<file path="config.mk">
export PLATFORM = sky130hd
export DESIGN_NAME = prince_share_io
export DESIGN_NICKNAME = d
export VERILOG_FILES = /design/src/rtl/prince_share_io.sv
export SDC_FILE = /design/constraint.sdc
export NUM_CORES = 2
export LEC_CHECK = 0
export ABC_AREA = 1
export ABC_CLOCK_PERIOD_IN_PS = 3360
export BUFFER_PORTS_ARGS = -buffer_cell sky130_fd_sc_hd__buf_2
export CORE_AREA = 2 2 348 350
export CTS_CLUSTER_SIZE = 25
export DETAILED_ROUTE_END_ITERATION = 7
export DIE_AREA = 0 0 350 352
export PLACE_DENSITY = 0.54
export SKIP_CTS_REPAIR_TIMING = 1
export SLEW_MARGIN = 20
export SYNTH_ARGS = -nofsm -noshare
export SYNTH_HDL_FRONTEND = slang
export SYNTH_SLANG_ARGS = --single-unit
</file>
<file path="constraint.sdc">
create_clock -name clk -period 3.36 [get_ports clk]
set_input_delay 0.672 -clock clk [delete_from_list [all_inputs] [get_ports clk]]
set_output_delay 0.672 -clock clk [all_outputs]
set_load 0.005 [all_outputs]
</file>
<file path="src/rtl/prince_share_io.sv">
// Load/unload wrapper for the 3-share masked PRINCE core: word-serial share
// load, one-cycle core start, ciphertext capture on done, word-serial unload.
module prince_share_io #(
  parameter int SHARES = 3,
  parameter int W      = 64
) (
  input  logic                  clk,
  input  logic                  reset,
  input  logic                  in_valid,
  output logic                  in_ready,
  input  logic [W-1:0]          in_data,
  output logic                  out_valid,
  input  logic                  out_ready,
  output logic [W-1:0]          out_data,
  output logic                  core_start,
  output logic [SHARES*W-1:0]   pt_shares,
  output logic [SHARES*2*W-1:0] key_shares,
  input  logic                  core_done,
  input  logic [SHARES*W-1:0]   core_ct,
  output logic                  busy
);

  typedef enum logic [1:0] {LOAD, START, RUN, UNLOAD} state_t;

  localparam logic [3:0] LAST_WORD  = 4'(3*SHARES-1);
  localparam logic [1:0] LAST_SHARE = 2'(SHARES-1);

  state_t state, stateNext;
  logic [3:0] wc;
  logic [1:0] oc;
  logic [SHARES-1:0][W-1:0] pt, k0, k1, ctBuf;
  logic [W-1:0] outData;
  logic coreStart;
  logic inAcc, outAcc, capture;

  assign inAcc   = in_valid & in_ready;
  assign outAcc  = out_valid & out_ready;
  assign capture = (state == RUN) & core_done;

  always_comb begin
    stateNext = state;
    in_ready  = 1'b0;
    out_valid = 1'b0;
    case (state)
      LOAD: begin
        in_ready = 1'b1;
        if (in_valid && wc == LAST_WORD) stateNext = START;
      end
      START:  stateNext = RUN;
      RUN:    if (core_done) stateNext = UNLOAD;
      UNLOAD: begin
        out_valid = 1'b1;
        if (out_ready && oc == LAST_SHARE) stateNext = LOAD;
      end
      default: stateNext = LOAD;
    endcase
  end

  always_ff @(posedge clk) begin
    if (reset) begin
      state     <= LOAD;
      wc        <= '0;
      oc        <= '0;
      coreStart <= 1'b0;
      outData   <= '0;
    end else begin
      state     <= stateNext;
      coreStart <= inAcc && (wc == LAST_WORD);
      if (inAcc) wc <= (wc == LAST_WORD) ? 4'd0 : wc + 4'd1;
      if (outAcc) oc <= (oc == LAST_SHARE) ? 2'd0 : oc + 2'd1;
      // Output word is registered: load ct0 on capture, then the next share per accept
      if (capture) outData <= core_ct[W-1:0];
      else if (outAcc && oc != LAST_SHARE) outData <= ctBuf[oc + 2'd1];
    end
  end

  // Each share register is loaded only from in_data / core_ct; shares never mix.
  always_ff @(posedge clk) begin
    if (reset) begin
      pt    <= '0;
      k0    <= '0;
      k1    <= '0;
      ctBuf <= '0;
    end else begin
      for (int s = 0; s < SHARES; s++) begin
        if (inAcc && wc == 4'(s))            pt[s] <= in_data;
        if (inAcc && wc == 4'(SHARES + s))   k0[s] <= in_data;
        if (inAcc && wc == 4'(2*SHARES + s)) k1[s] <= in_data;
        if (capture) ctBuf[s] <= core_ct[s*W +: W];
      end
    end
  end

  for (genvar s = 0; s < SHARES; s++) begin : g_key
    assign key_shares[s*2*W +: 2*W] = {k0[s], k1[s]};
  end

  assign pt_shares  = pt;
  assign out_data   = outData;
  assign core_start = coreStart;
  assign busy       = (state != LOAD) | (wc != 4'd0);

endmodule

</file>
==> impl_metrics.csv <==
group,metric,value,unit
synth,synthMuxAreaShare,0,%
setup_path,crit_start,"wc[3]$_SDFFE_PP0P_",
placed_design,dp.cells,6408,
synth,synth_seq_cells,841,
synth,yosys_most_used_dff,"dfxtp_1",
synth,netlist_instances,4124,
timing,slew_violations,0,
synth,synthAdderAreaFrac,0.446,%
timing,clock-skew-final,64.4,ps
global_route,grtUsageTotal,20.2,%
timing,rsz0062_at_grt,"no",
min_path,worstHoldStart,"core_ct[160]",
power_and_ir_drop,combPwrFrac,19.7,%
min_path,min_path_type,"in -> reg",
synth,synth_xor_xnor_area_share,0.0284,%
setup_path,crit_required,2690,ps
timing,setup_violations,0,
power_and_ir_drop,power.density,706,nW/um^2
job,maxCapViolCount,0,
synth,syn_area,30900,um^2
clock_network,numCtsBuffers,96,
routing,routed_wl,131000,um
synth,yosysWarnings,0,
synth,synth_common_cells,"nor2_1, dfxtp_1, o21ai_0, nand2_1, a21oi_1",
power_and_ir_drop,pwr-share-clk,38.9,%
timing,finalSetupTns,0,ps
setup_path,critical_path.max_fanout,7,
power_and_ir_drop,ir_worst_vdd,403,uV
synth,yosys-top-cells-area,"dfxtp_1, nor2_1, o21ai_0, nand2_1, a21oi_1",
routing,postRouteAntennaNets,0,
timing,slew_headroom,36.1,%
global_route,grt_pass1_vias,27000,
setup_path,critical_path_class,"reg -> out",
global_route,grt_max_degree,215,
routing,dr_total_vias,29900,
die,die-width,350,um
synth,synthesis.nets,4396,
timing,fin_crit_sh,76.1,%
timing,worstMarginPinSlew,958,ps
power_and_ir_drop,power_frac_seq,41.3,%
routing,wl_per_cell,19.8,um
global_route,antenna_found_initial,23,
die,die_area,123000,um^2
die,num_rows,127,
routing,vias_per_cell,4.54,
synth,synthSimpleGateAreaFrac,24.8,%
placed_design,hpwl,89300,um
setup_path,worst_setup_path_end_kind,"output port",
synth,synthDistinctLibCells,28,
synth,synth_top_family_by_area,"simple AND/OR/NAND/NOR gates",
cells_and_area,instances_no_fill,6588,
synth,ys_seq_area_share,54.5,%
global_route,grt_pass1_wl,186000,um
clock_network,clk_path_buf_depth,3,
clock_network,clk_pin_slew,60,ps
clock_network,cts.sinks,841,
setup_path,arrival,1880,ps
routing,dr.first_iter.drc_count,1941,
clock_network,cts_root_buf,"clkbuf_16",
die,chipHeight,352,um
status,status,"complete, no violations",
timing,hold_violations,0,
clock_network,clkLatencyLatePin,720,ps
placed_design,gp_congestion,0.853,
synth,synth_compound_area_share,14.3,%
synth,synth-edff-count,0,
routing,drc,0,
timing,max_freq,391,MHz
synth,yosysMostFrequentCell,"nor2_1",
die,start_util,25.9,%
synth,synth.top_cell.area_share,54.5,%
power_and_ir_drop,power.leakage,17.8,nW
die,fp.coreArea,119000,um^2
power_and_ir_drop,swShare,31.3,%
global_route,overflow,0,
synth,postSynth.asyncResetShare,0,%
cells_and_area,drive_gt1_share,23.2,%
cells_and_area,area_growth,29.9,%
clock_network,cts_tree,"yes",
setup_path,r2r-start,"state[1]$_SDFFE_PP0P_",
die,io_pins,905,
clock_network,h-tree-depth,3,
routing,drt_pass1_iterations,6,
timing,min_period,2560,ps
synth,synth_top_area_cell,"dfxtp_1",
cells_and_area,fin_nets,5166,
power_and_ir_drop,p_sw,8.88,mW
synth,postSynthAreaPerCell,7.49,um^2
power_and_ir_drop,internal-power,19.4,mW
placed_design,port_buffers,904,
setup_path,start_kind,"register",
==> kinds of logic after synthesis <==
| family | after synthesis |
|---|---|
| simple gates | 2000 |
| fa+ha+maj | 11 |
| xor+xnor | 1 |
| flops | 841 |
| buf+inv | 387 |
| compound gates | 884 |
==> through the flow <==
stage	total power, mW	hold WS, ps	cell area [um^2]	setup slack [ps]	util [%]
finish	28.3	248	40100	804	33.6
global route	29.7	215	40100	638	33.6
CTS	28.6	186	40100	649	33.6
detailed placement	17.6	427	36800	1030	30.8
global placement	17.5	424	36800	1050	30.8
floorplan	15.0	424	30900	1560	-
==> power groups by stage <==
stage,combinational (mW),sequential (mW),clock [mW]
2_1_floorplan,3.10,11.9,0
3_3_place_gp,5.61,11.9,0
3_5_place_dp,5.65,11.9,0
4_1_cts,5.67,11.7,11.3
5_1_grt,6.23,11.8,11.7
6_report,5.59,11.7,11.0
==> worst max-delay path: stages (launching register included) <==
cell and delay [ps]:
dfxtp_1 390, nor2_2 410, nand3_1 210, buf_2 210
==> worst paths after layout <==
| kind | endpoint | depth (start not counted) | slack, ps |
|---|---|---|---|
| hold / removal | ctBuf[160]$_SDFFE_PP0P_ | 3 | 250 |
| setup / recovery | busy | 3 | 800 |
| setup reg to reg | key_shares[132]$_SDFFE_PP0P_ | 8 | 1080 |
| hold reg to reg | key_shares[300]$_SDFFE_PP0P_ | 2 | 440 |
==> sequential cells by signal, indices dropped and copies added (netlist names) <==
register / count
key_shares: 384
state: 2
wc: 4
core_start: 1
pt_shares: 192
out_data: 64
oc: 2
ctBuf: 192
==> layout make-up <==
type	instances	area, um^2
antenna	5	12.5
clock buffer	137	2790
clock inverter	38	564
fill	13000	79200
inverter	97	384
multi-input combinational	2896	12300
sequential	841	16800
tap	1612	2020
timing repair buffer	962	5240
==> placed cells by master (no fill, tap or decap), types with 2 or more instances in the layout <==
cell type,count
inv_2,12
clkinv_2,18
dfxtp_1,840
o21ai_1,9
bufinv_16,8
nor2_4,2
inv_6,5
nand3_1,79
o21ai_0,747
nand2_1,590
nand3b_1,2
clkbuf_1,18
nand4_1,2
clkbuf_16,96
clkinv_16,6
buf_4,36
diode_2,5
clkinvlp_4,2
buf_12,22
nand2_2,8
buf_2,904
nand2_4,3
ha_1,11
o21a_1,2
nor2_2,2
a21oi_1,125
inv_1,82
nor2_1,1309
clkbuf_8,23
==> layer usage <==
metal | GRT usage, % | up-vias | share of wire [%]
li1 | - | 14700 | -
met1 | 24.1 | 14000 | 40
met2 | 33.6 | 1034 | 47
met3 | 6.09 | 223 | 8.7
met4 | 7.97 | 24 | 3.9
met5 | 0 | - | 0.12
Note: power is estimated with default switching activity, not from simulation.
